[config.mk]
export PLATFORM = sky130hd
export DESIGN_NAME = hd_fu_sched
export DESIGN_NICKNAME = d
export VERILOG_FILES = /design/src/rtl/hd_fu_sched.sv
export SDC_FILE = /design/constraint.sdc
export NUM_CORES = 1
export LEC_CHECK = 0
export CAP_MARGIN = 30
export CORE_UTILIZATION = 40
export DETAILED_ROUTE_END_ITERATION = 16
export PLACE_DENSITY_LB_ADDON = 0.15
export SLEW_MARGIN = 20
export SYNTH_ARGS = -nofsm -noshare
export SYNTH_HDL_FRONTEND = slang
export SYNTH_SLANG_ARGS = --single-unit
[constraint.sdc]
create_clock -name clk -period 3.25 [get_ports clk]
set_input_delay 0.4875 -clock clk [delete_from_list [all_inputs] [get_ports clk]]
set_output_delay 0.4875 -clock clk [all_outputs]
set_load 0.05 [all_outputs]
[src/rtl/hd_fu_sched.sv]
// hd_fu_sched: shares one external bit-manipulation function unit (FU) among
// NREQ requesters. Round-robin arbitration with one operation in flight,
// valid/ready handshakes on both sides, and a timeout for FUs whose latency
// is variable or unbounded.
//
// Ports
//   clk, rst_n          clock (rising edge), asynchronous active-low reset
//   req_valid/ready     per-requester operand handshake (ready is one-hot or 0)
//   req_data            operand of requester i at [i*W +: W]
//   rsp_valid/ready     per-requester result handshake (valid is one-hot or 0)
//   rsp_data, rsp_err   shared result bus; rsp_err=1 means timeout, data 0
//   fu_x, fu_start      FU operand and one-cycle launch pulse
//   fu_y, fu_done       FU result and completion pulse
//   busy                scheduler is not idle
//   grant_id            index of the current/last granted requester
module hd_fu_sched #(
  parameter int NREQ    = 4,
  parameter int W       = 8,
  parameter int TIMEOUT = 255,
  localparam int GW     = $clog2(NREQ)
) (
  input  logic              clk,
  input  logic              rst_n,
  input  logic [NREQ-1:0]   req_valid,
  output logic [NREQ-1:0]   req_ready,
  input  logic [NREQ*W-1:0] req_data,
  output logic [NREQ-1:0]   rsp_valid,
  input  logic [NREQ-1:0]   rsp_ready,
  output logic [W-1:0]      rsp_data,
  output logic              rsp_err,
  output logic [W-1:0]      fu_x,
  output logic              fu_start,
  input  logic [W-1:0]      fu_y,
  input  logic              fu_done,
  output logic              busy,
  output logic [GW-1:0]     grant_id
);

  localparam int CW = $clog2(TIMEOUT + 1);

  typedef enum logic [1:0] {
    ST_IDLE  = 2'd0,
    ST_ISSUE = 2'd1,
    ST_WAIT  = 2'd2,
    ST_RESP  = 2'd3
  } state_t;

  state_t        state_r;
  state_t        state_s;
  logic [GW-1:0] ptr_r;
  logic [CW-1:0] cnt_r;
  logic [CW-1:0] cnt_inc_s;
  logic [GW-1:0] winner_s;
  logic          found_s;
  logic          accept_s;
  logic          rsp_hs_s;
  logic          done_s;
  logic          tmo_s;
  logic [NREQ-1:0] onehot_s;

  // Round-robin search: first asserted req_valid after the pointer, wrapping.
  always_comb begin
    logic [GW:0]   sum;
    logic [GW-1:0] idx;
    logic          take;
    winner_s = ptr_r;
    found_s  = 1'b0;
    for (int k = 1; k <= NREQ; k++) begin
      sum      = {1'b0, ptr_r} + (GW+1)'(k);
      idx      = (sum >= (GW+1)'(NREQ)) ? GW'(sum - (GW+1)'(NREQ)) : GW'(sum);
      take     = !found_s && req_valid[idx];
      winner_s = take ? idx : winner_s;
      found_s  = found_s | take;
    end
  end

  // State register.
  always_ff @(posedge clk or negedge rst_n) begin
    if (!rst_n) begin
      state_r <= ST_IDLE;
    end else begin
      state_r <= state_s;
    end
  end

  // Next-state logic.
  always_comb begin
    state_s = state_r;
    case (state_r)
      ST_IDLE: begin
        if (accept_s) state_s = ST_ISSUE;
        else          state_s = ST_IDLE;
      end
      ST_ISSUE: state_s = ST_WAIT;
      ST_WAIT: begin
        if (done_s || tmo_s) state_s = ST_RESP;
        else                 state_s = ST_WAIT;
      end
      ST_RESP: begin
        if (rsp_hs_s) state_s = ST_IDLE;
        else          state_s = ST_RESP;
      end
      default: state_s = ST_IDLE;
    endcase
  end

  // Output/strobe logic: req_ready is the only combinational output.
  // The counter's incremented value is compared so WAIT lasts exactly
  // TIMEOUT cycles and the counter stops at TIMEOUT as it leaves WAIT.
  always_comb begin
    req_ready = {NREQ{1'b0}};
    accept_s  = 1'b0;
    cnt_inc_s = cnt_r + CW'(1);
    onehot_s  = {{(NREQ-1){1'b0}}, 1'b1} << grant_id;
    if (state_r == ST_IDLE && found_s) begin
      req_ready[winner_s] = 1'b1;
      accept_s            = 1'b1;
    end else begin
      accept_s            = 1'b0;
    end
    rsp_hs_s = (state_r == ST_RESP) && rsp_ready[grant_id];
    done_s   = (state_r == ST_WAIT) && fu_done;
    tmo_s    = (state_r == ST_WAIT) && !fu_done && (cnt_inc_s == CW'(TIMEOUT));
  end

  // Datapath and registered outputs.
  always_ff @(posedge clk or negedge rst_n) begin
    if (!rst_n) begin
      ptr_r     <= GW'(NREQ - 1);
      grant_id  <= {GW{1'b0}};
      fu_x      <= {W{1'b0}};
      fu_start  <= 1'b0;
      cnt_r     <= {CW{1'b0}};
      rsp_valid <= {NREQ{1'b0}};
      rsp_data  <= {W{1'b0}};
      rsp_err   <= 1'b0;
      busy      <= 1'b0;
    end else begin
      fu_start <= accept_s;
      busy     <= (state_s != ST_IDLE);
      if (accept_s) begin
        fu_x     <= req_data[winner_s*W +: W];
        grant_id <= winner_s;
      end
      if (state_r == ST_ISSUE) begin
        cnt_r <= {CW{1'b0}};
      end else if (state_r == ST_WAIT) begin
        cnt_r <= cnt_inc_s;
      end
      if (done_s) begin
        rsp_data  <= fu_y;
        rsp_err   <= 1'b0;
        rsp_valid <= onehot_s;
      end else if (tmo_s) begin
        rsp_data  <= {W{1'b0}};
        rsp_err   <= 1'b1;
        rsp_valid <= onehot_s;
      end else if (rsp_hs_s) begin
        rsp_valid <= {NREQ{1'b0}};
        ptr_r     <= grant_id;
      end
    end
  end

endmodule
==> metrics.log <==
[metrics] width of the die: 74.1 um
[metrics] main combinational cell family by area after synthesis: compound AO/OA/AOI/OAI gates
[metrics] Post-Synthesis Cells: 214
[metrics] post-detailed-route via-to-cell ratio: 5.13
[metrics] post-DP HPWL: 3.69 mm
[metrics] fin crit share: 0.785
[metrics] most frequent cells in the layout: 74 x clkdlybuf4s50_1, 39 x nand2_1, 35 x dfrtp_1
[metrics] post-CTS setup buffer count: 0
[metrics] starting utilization of the core area: 0.428
[metrics] # hold bufs at CTS: 0
[metrics] Clk pin slew, worst setup/hold paths: 80 ps
[metrics] R2R Path Start: cnt_r[2]$_DFFE_PN0P_
[metrics] depth of the worst register-to-register path: 5
[metrics] Worst R2R End: rsp_data[7]$_DFFE_PN0P_
[metrics] max capacitance violation total: 0
[metrics] peak supply drop: 655 uV
[metrics] power density normalized to cell area: 1040 nW/um^2
[metrics] Finish-stage setup viols: 0
[metrics] crit path to: req_ready[1]
[metrics] Std-Cell Core Area: 4850 sq um
[metrics] flip-flop and latch count after synthesis: 37
[metrics] sequential fraction of the synthesis area: 0.447
[metrics] area grow syn2layout: 47.0%
[metrics] unrepaired setup endpoints after global routing: false
[metrics] count of port buffers added during placement: 79
[metrics] Netlist cell types: 40
[metrics] Worst setup SP type: input pin
[metrics] DRC Markers: 0
[metrics] start-to-end type of the worst setup path: input pin to output port
[metrics] Global Route met2 Usage: 0.327
[metrics] global-route wire length before repair: 7.91 mm
[metrics] critical-path maximum fanout: 10
[metrics] mux share of post-synthesis cell area: 0.134
[metrics] proportion of layout cells with a drive suffix above 1: 0.108
[metrics] remaining global-route overflow: 0
[metrics] combined area of all synthesized cells: 2080 sq um
[metrics] setup slack, reg-to-reg: 1010 ps
[metrics] most common cell after layout, fill and taps aside: clkdlybuf4s50_1
[metrics] leakage power: 1.35 nW
[metrics] num rows: 25
[metrics] GRT Max-Usage Layer: met2
[metrics] clock tree buffer depth: 2
[metrics] antenna violations before repair: 0
[metrics] worst hold path class: input pin to asynchronous set/reset pin
[metrics] CP required: 2760 ps
[metrics] I/O pin cnt: 80
[metrics] sinks on the clock net: 37
[metrics] slew at the pin closest to its max-slew limit: 817 ps
[metrics] Yosys warnings: 0
[metrics] maximum number of pins on one net before global-route repair: 38
[metrics] xor and xnor fraction of the mapped netlist area: 0.00843
[metrics] net count after synthesis: 271
[metrics] most common flop cell mapped by yosys: dfrtp_1
[metrics] die extent in y: 74.1 um
[metrics] endpoints failing hold: 0
[metrics] headroom to the max-slew limit: 0.455
[metrics] CP Data Arrival Time: 2060 ps
[metrics] GRT Util Overall: 0.189
[metrics] fraction of met3 tracks used by global routing: 0.0379
[metrics] Avg Inst Size Synth: 9.71 sq um
[metrics] Max Clock Skew: 6.04 ps
[metrics] crit end category: output port
[metrics] violation count after the first detailed-routing iteration: 64
[metrics] antenna diode instance count: 0
[metrics] post-layout total power: 0.00318 W
[metrics] Compound-Gate Fraction of Synth Area: 0.166
[metrics] Final GP Congestion: 0.802
[metrics] average wire per standard cell: 14.0 um
[metrics] number of enable flip-flop cells after synthesis: 0
[metrics] Total Neg Setup Slack: 0 ps
[metrics] Final Slew Violations: 0
[metrics] number of global-route vias before repair: 1,713
[metrics] Post-Synth Adder-Cell Area: 0.0361
[metrics] latest clock arrival within the worst-skew pair: 290 ps
[metrics] run status: finished, final reports clean
[metrics] die area: 5480 sq um
[metrics] detailed-route via count: 1,858
[metrics] Clock Root Buffer: clkbuf_8
[metrics] net count reported at finish: 351
[metrics] maximum level of the CTS H-tree: 2
[metrics] met1 track demand over resource in global routing: 0.237
[metrics] 1st-pass router iterations: 4
[metrics] synthesized-area fraction occupied by and/or/nand/nor cells: 0.161
[metrics] share of flip-flops with an asynchronous set or reset after synthesis: 1.00
[metrics] CTS buffer count: 5
[metrics] Gates resized, CTS repair: 0
[metrics] Antenna Violating Nets Remaining: 0
[metrics] Max Clk Rate: 392 MHz
[metrics] final period demand of the worst path: 2550 ps
[metrics] launching element of the worst setup path: req_valid[1]
[metrics] TritonCTS clock tree: yes
[metrics] WL final: 5.06 mm
-- per-layer routing --
metal / routed length (um) / share of wire
met1: 2230 / 0.44
met2: 2510 / 0.50
met3: 284 / 0.056
met4: 29 / 0.0057
met5: 0 / 0
-- worst max-delay path: stages --
cell	delay, ps
clkdlybuf4s50_1	540
nand2b_1	90
o21a_1	100
o21ai_0	190
nand2_1	280
nor2_1	170
buf_4	210
-- report_power, final --
part           internal [W]  switching (W)  leakage, nW
Sequential         0.000678       0.000187        0.453
Combinational      0.000738        0.00116        0.838
Clock              0.000250       0.000167       0.0585
Total               0.00167        0.00151         1.35
-- per-stage QoR --
step                setup WS [ps]   util  instance area, sq um  hold slack (ps)  std cells
global route                  464  0.630                  3050              361        362
detailed placement            704  0.606                  2940              471        354
floorplan                     626      -                  2080              192        214
global placement              720  0.606                  2940              459        354
finish                        698  0.630                  3050              288        362
CTS                           684  0.630                  3050              333        362
-- cell usage after synthesis (4+ instances only) --
library cell  number  area [sq um]
o221ai_1           8          70.1
dfrtp_1           35           876
nand2b_1          10          62.6
nand2_1           39           146
nand3_1            6          30.0
ha_1               6          75.1
o22ai_1            7          43.8
mux2_2             4          45.0
mux2i_1           21           210
nor2_1             9          33.8
clkbuf_1           6          22.5
inv_1             14          52.6
o21ai_0           14          70.1
-- final cells by class --
| class | instances | area [sq um] |
|---|---|---|
| Sequential cell | 37 | 928 |
| Multi-Input combinational cell | 153 | 1070 |
| Timing Repair Buffer | 83 | 806 |
| Tap cell | 67 | 83.8 |
| Clock inverter | 1 | 30.0 |
| Clock buffer | 7 | 86.3 |
| Inverter | 14 | 52.6 |
| Fill cell | 412 | 1790 |
-- state kept, by name, indices dropped and copies added (netlist names) --
name and cells:
rsp_data 8, fu_x 8, rsp_valid 4, rsp_err 1, ptr_r 2, grant_id 2, state_r 2, busy 1
fu_start 1, cnt_r 8
-- cell families (layout without fill, tap and decap cells) --
| kind of cell | count (synthesis) | in the layout |
|---|---|---|
| AND/OR/NAND/NOR | 72 | 72 |
| adder cells (fa/ha/maj) | 6 | 6 |
| XOR/XNOR | 2 | 2 |
| flip-flops | 37 | 37 |
| buffers and inverters | 24 | 105 |
| multiplexers | 26 | 26 |
| AO/OA/AOI/OAI | 47 | 47 |
-- worst min path at each step --
stage                               to  slack [ps]
2_1_floorplan           busy$_DFF_PN0_         190
3_3_place_gp       rsp_err$_DFFE_PN0P_         460
3_5_place_dp       rsp_err$_DFFE_PN0P_         470
4_1_cts        rsp_data[3]$_DFFE_PN0P_         330
5_1_grt        rsp_data[3]$_DFFE_PN0P_         360
6_report           rsp_err$_DFFE_PN0P_         290
Note: power is estimated with default switching activity, not from simulation.
==> RTL change: new RTL, same settings <==
Reset style: synchronous (`rst_n`), changed in 2 clocked blocks. Comments in the files are not updated.
--- a/src/rtl/hd_fu_sched.sv
+++ b/src/rtl/hd_fu_sched.sv
@@ -76,5 +76,5 @@
 
   // State register.
-  always_ff @(posedge clk or negedge rst_n) begin
+  always_ff @(posedge clk) begin
     if (!rst_n) begin
       state_r <= ST_IDLE;
@@ -125,5 +125,5 @@
 
   // Datapath and registered outputs.
-  always_ff @(posedge clk or negedge rst_n) begin
+  always_ff @(posedge clk) begin
     if (!rst_n) begin
       ptr_r     <= GW'(NREQ - 1);
Behaviour: differs if rst_n is asserted again (counterexample within 4 cycles, from zero or initial values and one cycle with rst_n low); with rst_n held inactive, the same outputs for 10 cycles.
==> RTL change against the unedited design <==
  * Sequential cell count is the same
  * Synthesized area decreased by 2.7%
  * Die area is 2.6% lower
  * Core utilization down 1.6 points
  * Design area fell by 3.7%
  * Wire length up 0.97%
  * Worst setup slack lost 110 ps
  * Final cell count rose by 1.1%
  * Highest routed layer unchanged
  * Synthesized cell count rose by 3.7%
Power is not compared: it rests on default switching activity, and its combinational part moved more than twofold at a synthesized area within 25%.
==> RTL change: results <==
[place]
dp_cells = 358
gp_congestion = 0.7919
hpwl_um = 3830

[drt]
routed_via_density = 5.309
wl_met3_um = 309
wl_per_cell_um = 13.95
route.met2.wl_um = 2394

[grt]
first_global_vias = 1800
grtUsageMet2_pct = 33.23
grt_pass1_wl_um = 8424
grt_max_degree = 28
grtUsageMet1_pct = 26.56

[timing]
worst_clock_skew_ps = 6.729
period_share_pct = 81.99

[setup_path]
reg2reg_to = "fu_x[2]$_SDFFE_PN0P_"
slowest_delay_ps = 560
crit-reg2reg-launch = "ptr_r[1]$_SDFFE_PN1P_"
cp_slowest_cell = "nor4_1"
worstSetupStartpoint = "req_valid[0]"
ff2ff_path_depth = 6
cp_top_family = "simple AND/OR/NAND/NOR gates"

[synth]
syn_inst = 222
synth_mux_area_share_pct = 10.34
synth_xor_area_share_pct = 2.601
synth_compound_area_share_pct = 20.19
synthTopCellsByCount = "dfxtp_1 (37), nor2_1 (20), nand2_1 (17)"
syn_nets = 275
yosys.cell_types.count = 51

[run_status]
status = "finished, final reports clean"

[finish]
area_growth_pct = 45.51
[RTL change: cell types whose count changed after synthesis, moves of 9 or more]
cell     unedited run  this run
dfxtp_1             0        37
dfrtp_1            35         0
nand2_1            39        17
a21oi_1             1        14
mux2i_1            21        10
nand4_1             0        11
nor2_1              9        20
and3_1              0        10
inv_1              14         4
o21ai_0            14         5
o31ai_1             0         9
[RTL change: area by class of cell]
cell class | instances | share of cell area, %
tap | 67 | 2.851
inverter | 5 | 0.6383
clock buffer | 8 | 2.723
timing repair buffer | 81 | 27.91
sequential | 37 | 25.19
multi-input combinational | 168 | 40.68
[RTL change: logic make-up (layout without fill, tap and decap cells)]
logic type | Yosys count | count (layout)
buffers and inverters | 17 | 94
AO/OA/AOI/OAI | 55 | 55
flip-flops | 37 | 37
XOR/XNOR | 6 | 6
multiplexers | 18 | 18
AND/OR/NAND/NOR | 87 | 87
adder cells (fa/ha/maj) | 2 | 2
